[config.mk]
export PLATFORM = sky130hd
export DESIGN_NAME = key_mode_sequencer_flat
export DESIGN_NICKNAME = d
export VERILOG_FILES = /design/src/rtl/key_mode_sequencer_pkg.sv /design/src/rtl/key_mode_sequencer_if.sv /design/src/rtl/key_mode_sequencer_debouncer.sv /design/src/rtl/key_mode_sequencer.sv /design/src/flat_wrapper.sv
export SDC_FILE = /design/constraint.sdc
export NUM_CORES = 1
export LEC_CHECK = 0
export BUFFER_PORTS_ARGS = -buffer_cell sky130_fd_sc_hd__buf_2
export CAP_MARGIN = 25
export CORE_MARGIN = 4
export CORE_UTILIZATION = 35
export DETAILED_ROUTE_END_ITERATION = 7
export PLACE_DENSITY = 0.58
export SKIP_LAST_GASP = 1
export SYNTH_ARGS = -nofsm -noshare
export SYNTH_HDL_FRONTEND = slang
export SYNTH_SLANG_ARGS = --single-unit
[constraint.sdc]
create_clock -name CLK -period 3.1 [get_ports CLK]
set_clock_uncertainty 0.15 [all_clocks]
set_input_delay 0.62 -clock CLK [delete_from_list [all_inputs] [get_ports CLK]]
set_output_delay 0.62 -clock CLK [all_outputs]
set_load 0.005 [all_outputs]
[src/rtl/key_mode_sequencer_pkg.sv]
// key_mode_sequencer_pkg: shared mode/debouncer encodings and the mode step helper
package key_mode_sequencer_pkg;
  localparam logic [1:0] MODE_ARITH = 2'd0;
  localparam logic [1:0] MODE_LOGIC = 2'd1;
  localparam logic [1:0] MODE_CMP   = 2'd2;
  localparam logic [1:0] MODE_MAGIC = 2'd3;
  localparam logic [1:0] ST_UP     = 2'd0;
  localparam logic [1:0] ST_CNT_DN = 2'd1;
  localparam logic [1:0] ST_DOWN   = 2'd2;
  localparam logic [1:0] ST_CNT_UP = 2'd3;
  typedef logic [1:0] mode_t;
  function automatic mode_t mode_step(mode_t m, logic [1:0] evt);
    return evt == 2'b01 ? m + 2'd1 : evt == 2'b10 ? m - 2'd1 : m;
  endfunction
endpackage

[src/rtl/key_mode_sequencer_if.sv]
// key_mode_sequencer_if: pushbutton inputs and mode outputs of the sequencer
interface key_mode_sequencer_if;
  import key_mode_sequencer_pkg::*;
  logic [1:0] KEY;
  mode_t      MODE;
  logic       MODE_STROBE;
  logic [1:0] KEY_HELD;
  modport master (output KEY, input MODE, MODE_STROBE, KEY_HELD);
  modport slave (input KEY, output MODE, MODE_STROBE, KEY_HELD);
endinterface

[src/rtl/key_mode_sequencer_debouncer.sv]
// key_debouncer: two-flop synchroniser plus counting debounce FSM for one active-low key
module key_debouncer
  import key_mode_sequencer_pkg::*;
#(
  parameter int DEBOUNCE_CYCLES = 500000,
  parameter int CNT_W = 20
) (
  input  logic CLK,
  input  logic RST,
  input  logic key_n,
  output logic held,
  output logic press_evt
);
  localparam logic [CNT_W-1:0] LAST = CNT_W'(DEBOUNCE_CYCLES - 1);
  logic [1:0] sync;
  logic [1:0] st;
  logic [CNT_W-1:0] cnt;
  logic skey;
  assign skey = sync[1];
  assign held = st == ST_DOWN || st == ST_CNT_UP;
  always_ff @(posedge CLK) begin
    if (RST) begin
      sync      <= 2'b11;
      st        <= ST_UP;
      cnt       <= '0;
      press_evt <= 1'b0;
    end else begin
      sync      <= {sync[0], key_n};
      press_evt <= 1'b0;
      case (st)
        ST_UP: if (!skey) begin
          st  <= ST_CNT_DN;
          cnt <= CNT_W'(1);
        end
        ST_CNT_DN: if (skey) begin
          st  <= ST_UP;
          cnt <= '0;
        end else if (cnt == LAST) begin
          st        <= ST_DOWN;
          cnt       <= '0;
          press_evt <= 1'b1;
        end else cnt <= cnt + 1'b1;
        ST_DOWN: if (skey) begin
          st  <= ST_CNT_UP;
          cnt <= CNT_W'(1);
        end
        default: if (!skey) begin
          st  <= ST_DOWN;
          cnt <= '0;
        end else if (cnt == LAST) begin
          st  <= ST_UP;
          cnt <= '0;
        end else cnt <= cnt + 1'b1;
      endcase
    end
  end
endmodule

[src/rtl/key_mode_sequencer.sv]
// key_mode_sequencer: debounces KEY[1:0] and steps MODE forward/backward with a change strobe
module key_mode_sequencer
  import key_mode_sequencer_pkg::*;
#(
  parameter int DEBOUNCE_CYCLES = 500000,
  parameter int CNT_W = 20
) (
  input logic CLK,
  input logic RST,
  key_mode_sequencer_if.slave bus
);
  logic [1:0] press_evt;
  logic [1:0] held;
  mode_t mode;
  logic strobe;
  for (genvar i = 0; i < 2; i++) begin : g_key
    key_debouncer #(.DEBOUNCE_CYCLES(DEBOUNCE_CYCLES), .CNT_W(CNT_W)) u_deb (
      .CLK(CLK),
      .RST(RST),
      .key_n(bus.KEY[i]),
      .held(held[i]),
      .press_evt(press_evt[i])
    );
  end
  // Simultaneous presses cancel, so only a lone event changes MODE
  always_ff @(posedge CLK) begin
    if (RST) begin
      mode   <= MODE_ARITH;
      strobe <= 1'b0;
    end else begin
      mode   <= mode_step(mode, press_evt);
      strobe <= ^press_evt;
    end
  end
  assign bus.MODE        = mode;
  assign bus.MODE_STROBE = strobe;
  assign bus.KEY_HELD    = held;
endmodule
[src/flat_wrapper.sv]
// flat-port wrapper written by rule: the top's interface ports become plain ports
module key_mode_sequencer_flat import key_mode_sequencer_pkg::*;
#(
  parameter int DEBOUNCE_CYCLES = 500000,
  parameter int CNT_W = 20
)
  (CLK, RST, bus_KEY, bus_MODE, bus_MODE_STROBE, bus_KEY_HELD);
  key_mode_sequencer_if bus_i ();
  input logic CLK;
  input logic RST;
  input wire logic [$bits(bus_i.KEY)-1:0] bus_KEY;
  output wire logic [$bits(bus_i.MODE)-1:0] bus_MODE;
  output wire logic [$bits(bus_i.MODE_STROBE)-1:0] bus_MODE_STROBE;
  output wire logic [$bits(bus_i.KEY_HELD)-1:0] bus_KEY_HELD;
  assign bus_i.KEY = bus_KEY;
  assign bus_MODE = bus_i.MODE;
  assign bus_MODE_STROBE = bus_i.MODE_STROBE;
  assign bus_KEY_HELD = bus_i.KEY_HELD;
  key_mode_sequencer #(.DEBOUNCE_CYCLES(DEBOUNCE_CYCLES), .CNT_W(CNT_W)) u_core (.CLK(CLK), .RST(RST), .bus(bus_i));
endmodule
# After elaboration in Yosys (flattened, before gate mapping)
# Cells that the tools add are included.
word_totals:
  output_inout_bits: 5
  inputBits: 4
  wordCells: 76
  reg_bits: 53
op_classes:
  n_reduce_logical: 12
  add_sub_neg: 4
  bitwise: 2
  mux: 30
  eq_ne: 18
op_table:
  columns: ["op", "n"]
  rows:
  - ["two-way mux 20 bit", 10]
  - ["case mux 20 bit (3 select lines)", 2]
  - ["adder 20 x 1 -> 20 bit (second input constant)", 2]
  - ["== test 20 x 19 -> 1 bit (second input constant)", 2]
  - ["two-way mux 2 bit", 14]
  - ["case mux 2 bit (3 select lines)", 2]
  - ["== test 2 bit (second input constant)", 5]
  - ["inequality test 2 bit (second input constant)", 4]
  - ["inequality test 4 x 1 -> 1 bit (second input constant)", 2]
  - ["AND reduction 4 bit", 2]
  - ["== test 2 x 1 -> 1 bit (second input constant)", 3]
  - ["inequality test 3 bit (second input constant)", 2]
  - ["OR reduction 3 bit", 2]
  - ["zero test 2 bit", 2]
  - ["AND reduction 2 bit", 2]
  - ["adder 2 x 1 -> 2 bit (second input constant)", 1]
  - ["logical OR 1 bit", 2]
  - ["two-way mux 1 bit", 2]
  - ["inverter 1 bit", 2]
  - ["nonzero test 2 bit", 1]
  - ["XOR reduction 2 bit", 1]
  - ["subtractor 2 x 1 -> 2 bit (second input constant)", 1]

# Depth between registers and ports, before layout
logic_depth:
  ltp_word: 4
  depth_mapped: 7
  mapped_depth_nobuf: 6

# Modules after synthesis
# A second synthesis with hierarchy kept.
unflattened:
  cells_unflattened: 290
  area_unflattened_um2: 2730.1
modules_own_cells:
  columns: ["mod", "seq_area_each_um2", "cells_each", "n_inst", "area_each_um2"]
  rows:
  - ["key_debouncer", 500.5, 139, 2, 1306.3]
  - ["key_mode_sequencer", 60.1, 12, 1, 117.6]

# Worst setup path before layout
# OpenSTA, ideal clock, no wires.
synth_path:
  path_kind: "register to register"
  start: "register u_core.g_key[0].u_deb.cnt[11]"
  end: "register u_core.g_key[0].u_deb.cnt[12]"
  arrival_time_ps: 1666
  path_stages_with_launch: 6
  setup_slack_ps: 1169
  synth_period_minus_slack_ps: 1931
  t_required_ps: 2835
  setup_time_ps: 115
  path_buffers: 1
  path_cell_list: "dfxtp_1 > or4b_1 > o41a_1 > o21bai_4 > buf_6 > nor2_1"
synth_via:
  elab_chain_cells: 4
  word_cells_on_any_way: 6
  cone_classes: "add/sub: 1; eq/ne: 1; mux: 4"
synth_rtl:
  columns: ["item", "line", "text"]
  rows:
  - ["start, declared", "key_mode_sequencer_debouncer.sv:17", "logic [CNT_W-1:0] cnt;"]
  - ["start signal, assigned", "key_mode_sequencer_debouncer.sv:42", "end else cnt <= cnt + 1'b1;"]
  - ["start signal, assigned", "key_mode_sequencer_debouncer.sv:53", "end else cnt <= cnt + 1'b1;"]
  - ["adder 20 x 1 -> 20 bit or == test 20 x 19 -> 1 bit (tied branches)", null, null]
  - ["two-way mux 20 bit *", "key_mode_sequencer_debouncer.sv:38, key_mode_sequencer_debouncer.sv:50", null]
  - ["two-way mux 20 bit (on tied branches)", "key_mode_sequencer_debouncer.sv:47, key_mode_sequencer_debouncer.sv:35", null]
  - ["case mux 20 bit (3 select lines) *", "key_mode_sequencer_debouncer.sv:30", "case (st)"]
# Every way passes the cells marked *; elsewhere a longest branch is shown, timed or not.
# A chain may end at the register's enable or synchronous reset.

# Worst setup path in the final report
layout_path:
  start: "register u_core.g_key[1].u_deb.cnt[0]"
  end: "register u_core.g_key[1].u_deb.cnt[8]"
layout_via:
  elab_chain_cells: 4
  word_cells_on_any_way: 6
  cone_classes: "add/sub: 1; eq/ne: 1; mux: 4"
layout_rtl:
  columns: ["item", "line"]
  rows:
  - ["start, declared", "key_mode_sequencer_debouncer.sv:17"]
  - ["start signal, assigned", "key_mode_sequencer_debouncer.sv:42"]
  - ["start signal, assigned", "key_mode_sequencer_debouncer.sv:53"]
  - ["adder 20 x 1 -> 20 bit or == test 20 x 19 -> 1 bit (tied branches)", null]
  - ["two-way mux 20 bit *", "key_mode_sequencer_debouncer.sv:38, key_mode_sequencer_debouncer.sv:50"]
  - ["two-way mux 20 bit (on tied branches)", "key_mode_sequencer_debouncer.sv:47, key_mode_sequencer_debouncer.sv:35"]
  - ["case mux 20 bit (3 select lines) *", "key_mode_sequencer_debouncer.sv:30"]
# Marks and branches as above.

==> impl_metrics.yaml <==
detailed_routing:
  drt_iter0_drc: 114
  routed_wl_um: 5170
  wl_per_cell_um: 12.8
  drc: 0
  via_count: 2106
  first_pass_iters: 4
  drtAntennaViolNets: 0
  viasPerCell: 5.21
clock_tree:
  cts_buffer_depth: 2
  post_cts_resized: 0
  worstSkewPairLatency_ns: 0.31
  htreeDepth: 2
  clkSlewWorstSetupHoldPaths_ns: 0.10
  cts_setup_buffers: 0
  clock_sinks: 53
  cts_root_buf: "clkbuf_8"
  cts_hold_buf: 0
  cts_inserted_buffers: 5
  tritoncts: "done"
setup_path:
  max_stage_delay_ns: 0.46
  worstPathBufferInverterCount: 1
  crit_slowest_cell: "a21oi_1"
  end_kind: "register"
  worstPathMaxFanout: 9
  crit_family: "compound AO/OA/AOI/OAI gates"
  crit_required_ns: 3.18
  start_kind: "register"
  cp_cell_sequence: "ha_1 > nor3b_1 > and3_1 > a21oi_1 > buf_4 > o21ai_0 > a311oi_1"
  crit_arrival_ns: 2.35
  path_class: "register to register"
global_route:
  antenna_found_initial: 0
  grt_pass1_wl_um: 9310
  track_usage: 0.131
  first_global_vias: 1936
  grt_max_degree: 35
  grt_overflow_total: 0
yosys:
  syn-num-nets: 311
  ys_async_sr_fraction: 0
  synth_compound_area_frac: 0.113
  synthMuxAreaShare: 0.00781
  synthAdderAreaFrac: 0.0146
  synthTopCellsByArea: "dfxtp_1 (41%), nor2_1 (5.9%), xnor2_1 (5.1%), nand3_1 (4.3%), xor2_1 (4.1%)"
  ys.flop_type: "dfxtp_1"
  ys_types: 44
  synth_top_family_by_area: "simple AND/OR/NAND/NOR gates"
  ys_ff_latch: 53
  netlist_area_um2: 2560
  yosysTopAreaCell: "dfxtp_1"
  syn_inst: 304
  syn_area_per_cell_um2: 8.43
  synth_warnings: 0
  yosysTopAreaCellShare: 0.414
  synth-edff-count: 0
  synth-xor-area-share: 0.0923
  yosys.area_share.simple: 0.318
  ys_seq_area_frac: 0.414
placement:
  dpl.cell_count: 396
  dpl_worst_slack_ns: 0.859
  gp_congestion: 0.771
  portBuffers: 8
  dp_hpwl_um: 3460
sta:
  drv_slew: 0
  fin_crit_ns: 2.28
  setup_tns_ns: 0
  finalCritPeriodShare: 0.734
  rsz0062_at_grt: "no"
  final-setup-viol-count: 0
  hold_viol_final: 0
  fin_ws_ns: 0.824
  tightest_slew_ns: 0.918
  max-slew-margin-rel: 0.386
  fmax_ghz: 0.439
finish:
  finalNetCount: 314
  seq_area_um2: 1060
  stdcell_count: 404
  multi_input_area_um2: 1400
  drive_above_1_share: 0.0844
  area.growth.synth_to_final_pct: 7.67
  fill_cells: 727
  num_antenna_cells: 0
  post-route-util: 0.397
die:
  core.rowCount: 30
  die_y_um: 93.6
  die_x_um: 93.6
  ioPinCount: 9
  start_util: 0.369
  coreArea_um2: 6940
  dieArea_um2: 8750
power:
  ir_drop_mv: 0.187
  p_leak_nw: 0.928
  cellPowerDensity_nw_per_um2: 408
status:
  status: "completed"
job:
  drv_cap: 0
worst_hold_path:
  hp-class: "register to register"
kinds of logic (layout without fill, tap and decap cells):
family,count (synthesis),in the layout
xor gates and xnor gates,27,27
buffers and inverters,23,27
adders and majority gates,3,3
DFF,53,53
AOI/OAI and AO/OA,42,42
muxes,2,2
and+or+nand+nor,154,154
metal layers:
metal | wire, um | global-route usage | share of wire
met1 | 2620 | 0.176 | 0.51
met2 | 2310 | 0.203 | 0.45
met3 | 154 | 0.0265 | 0.030
met4 | 83 | 0.0542 | 0.016
met5 | 0 | 0 | 0
state kept, by name, indices dropped and copies added, names as in the netlist, named ones only:
name	cells
u_core.bus.MODE	2
u_core.g_key.u_deb.cnt	40
u_core.g_key.u_deb.sync	4
u_core.g_key.u_deb.st	2
u_core.bus.MODE_STROBE	1
u_core.g_key.u_deb.press_evt	2
cell usage in the layout (no fill, tap or decap), types with 5 or more instances in the layout:
master,netlist,routed
nand3_1,22,22
nor3_1,12,12
nand4_1,8,8
or2_2,6,6
a21oi_1,8,8
nor4_1,6,6
xor2_1,12,12
and3_1,10,10
clkbuf_8,0,5
nor2_1,40,40
nand2_1,24,24
dfxtp_1,53,53
buf_2,1,8
or3_1,6,6
inv_1,10,10
xnor2_1,15,15
o21ai_0,8,8
a31oi_1,9,9
stage by stage:
| step | hold slack, ns | total power, mW | instance area [um2] |
|---|---|---|---|
| final | 0.270 | 1.13 | 2760 |
| after floorplan | 0.239 | 0.732 | 2560 |
| after global routing | 0.303 | 1.19 | 2760 |
| after detailed placement | 0.246 | 0.739 | 2670 |
| after CTS | 0.274 | 1.15 | 2760 |
| after global placement | 0.253 | 0.738 | 2660 |
cell usage after synthesis (9+ instances only):
master,number
a31oi_1,9
and3_1,10
clkbuf_1,9
dfxtp_1,53
inv_1,10
nand2_1,24
nand3_1,22
nor2_1,40
nor3_1,12
xnor2_1,15
xor2_1,12
layout make-up:
class / instances / area share
Multi-Input combinational cell: 228 / 0.507
Sequential cell: 53 / 0.385
Tap cell: 96 / 0.0435
Clock buffer: 5 / 0.0249
Timing Repair Buffer: 9 / 0.0172
Inverter: 10 / 0.0136
Clock inverter: 3 / 0.00907
path summary, 6_finish.rpt:
kind / start / to / slack [ns] / cells past startpoint
min: u_core.g_key[0].u_deb.sync[0]$_SDFF_PP1_ / u_core.g_key[0].u_deb.sync[1]$_SDFF_PP1_ / 0.27 / 1
min reg2reg: u_core.g_key[0].u_deb.sync[0]$_SDFF_PP1_ / u_core.g_key[0].u_deb.sync[1]$_SDFF_PP1_ / 0.27 / 1
max reg2reg: u_core.g_key[1].u_deb.cnt[0]$_SDFFE_PP0P_ / u_core.g_key[1].u_deb.cnt[8]$_SDFFE_PP0P_ / 0.82 / 7
max: u_core.g_key[1].u_deb.cnt[0]$_SDFFE_PP0P_ / u_core.g_key[1].u_deb.cnt[8]$_SDFFE_PP0P_ / 0.82 / 7
worst register-to-register path, delay by kind of cell (launching register included):
family          cells  cell delay, ns
buf+inv             1            0.27
compound gates      3            0.80
simple gates        2            0.36
flops               1            0.36
fa+ha+maj           1            0.24
power by group:
| part | leakage (nW) | total, mW | internal (mW) | switching (mW) |
|---|---|---|---|---|
| Sequential | 0.428 | 0.689 | 0.685 | 0.00403 |
| Combinational | 0.455 | 0.0337 | 0.0101 | 0.0236 |
| Clock | 0.0447 | 0.404 | 0.163 | 0.241 |
No activity file was read; power rests on OpenSTA's default activity.
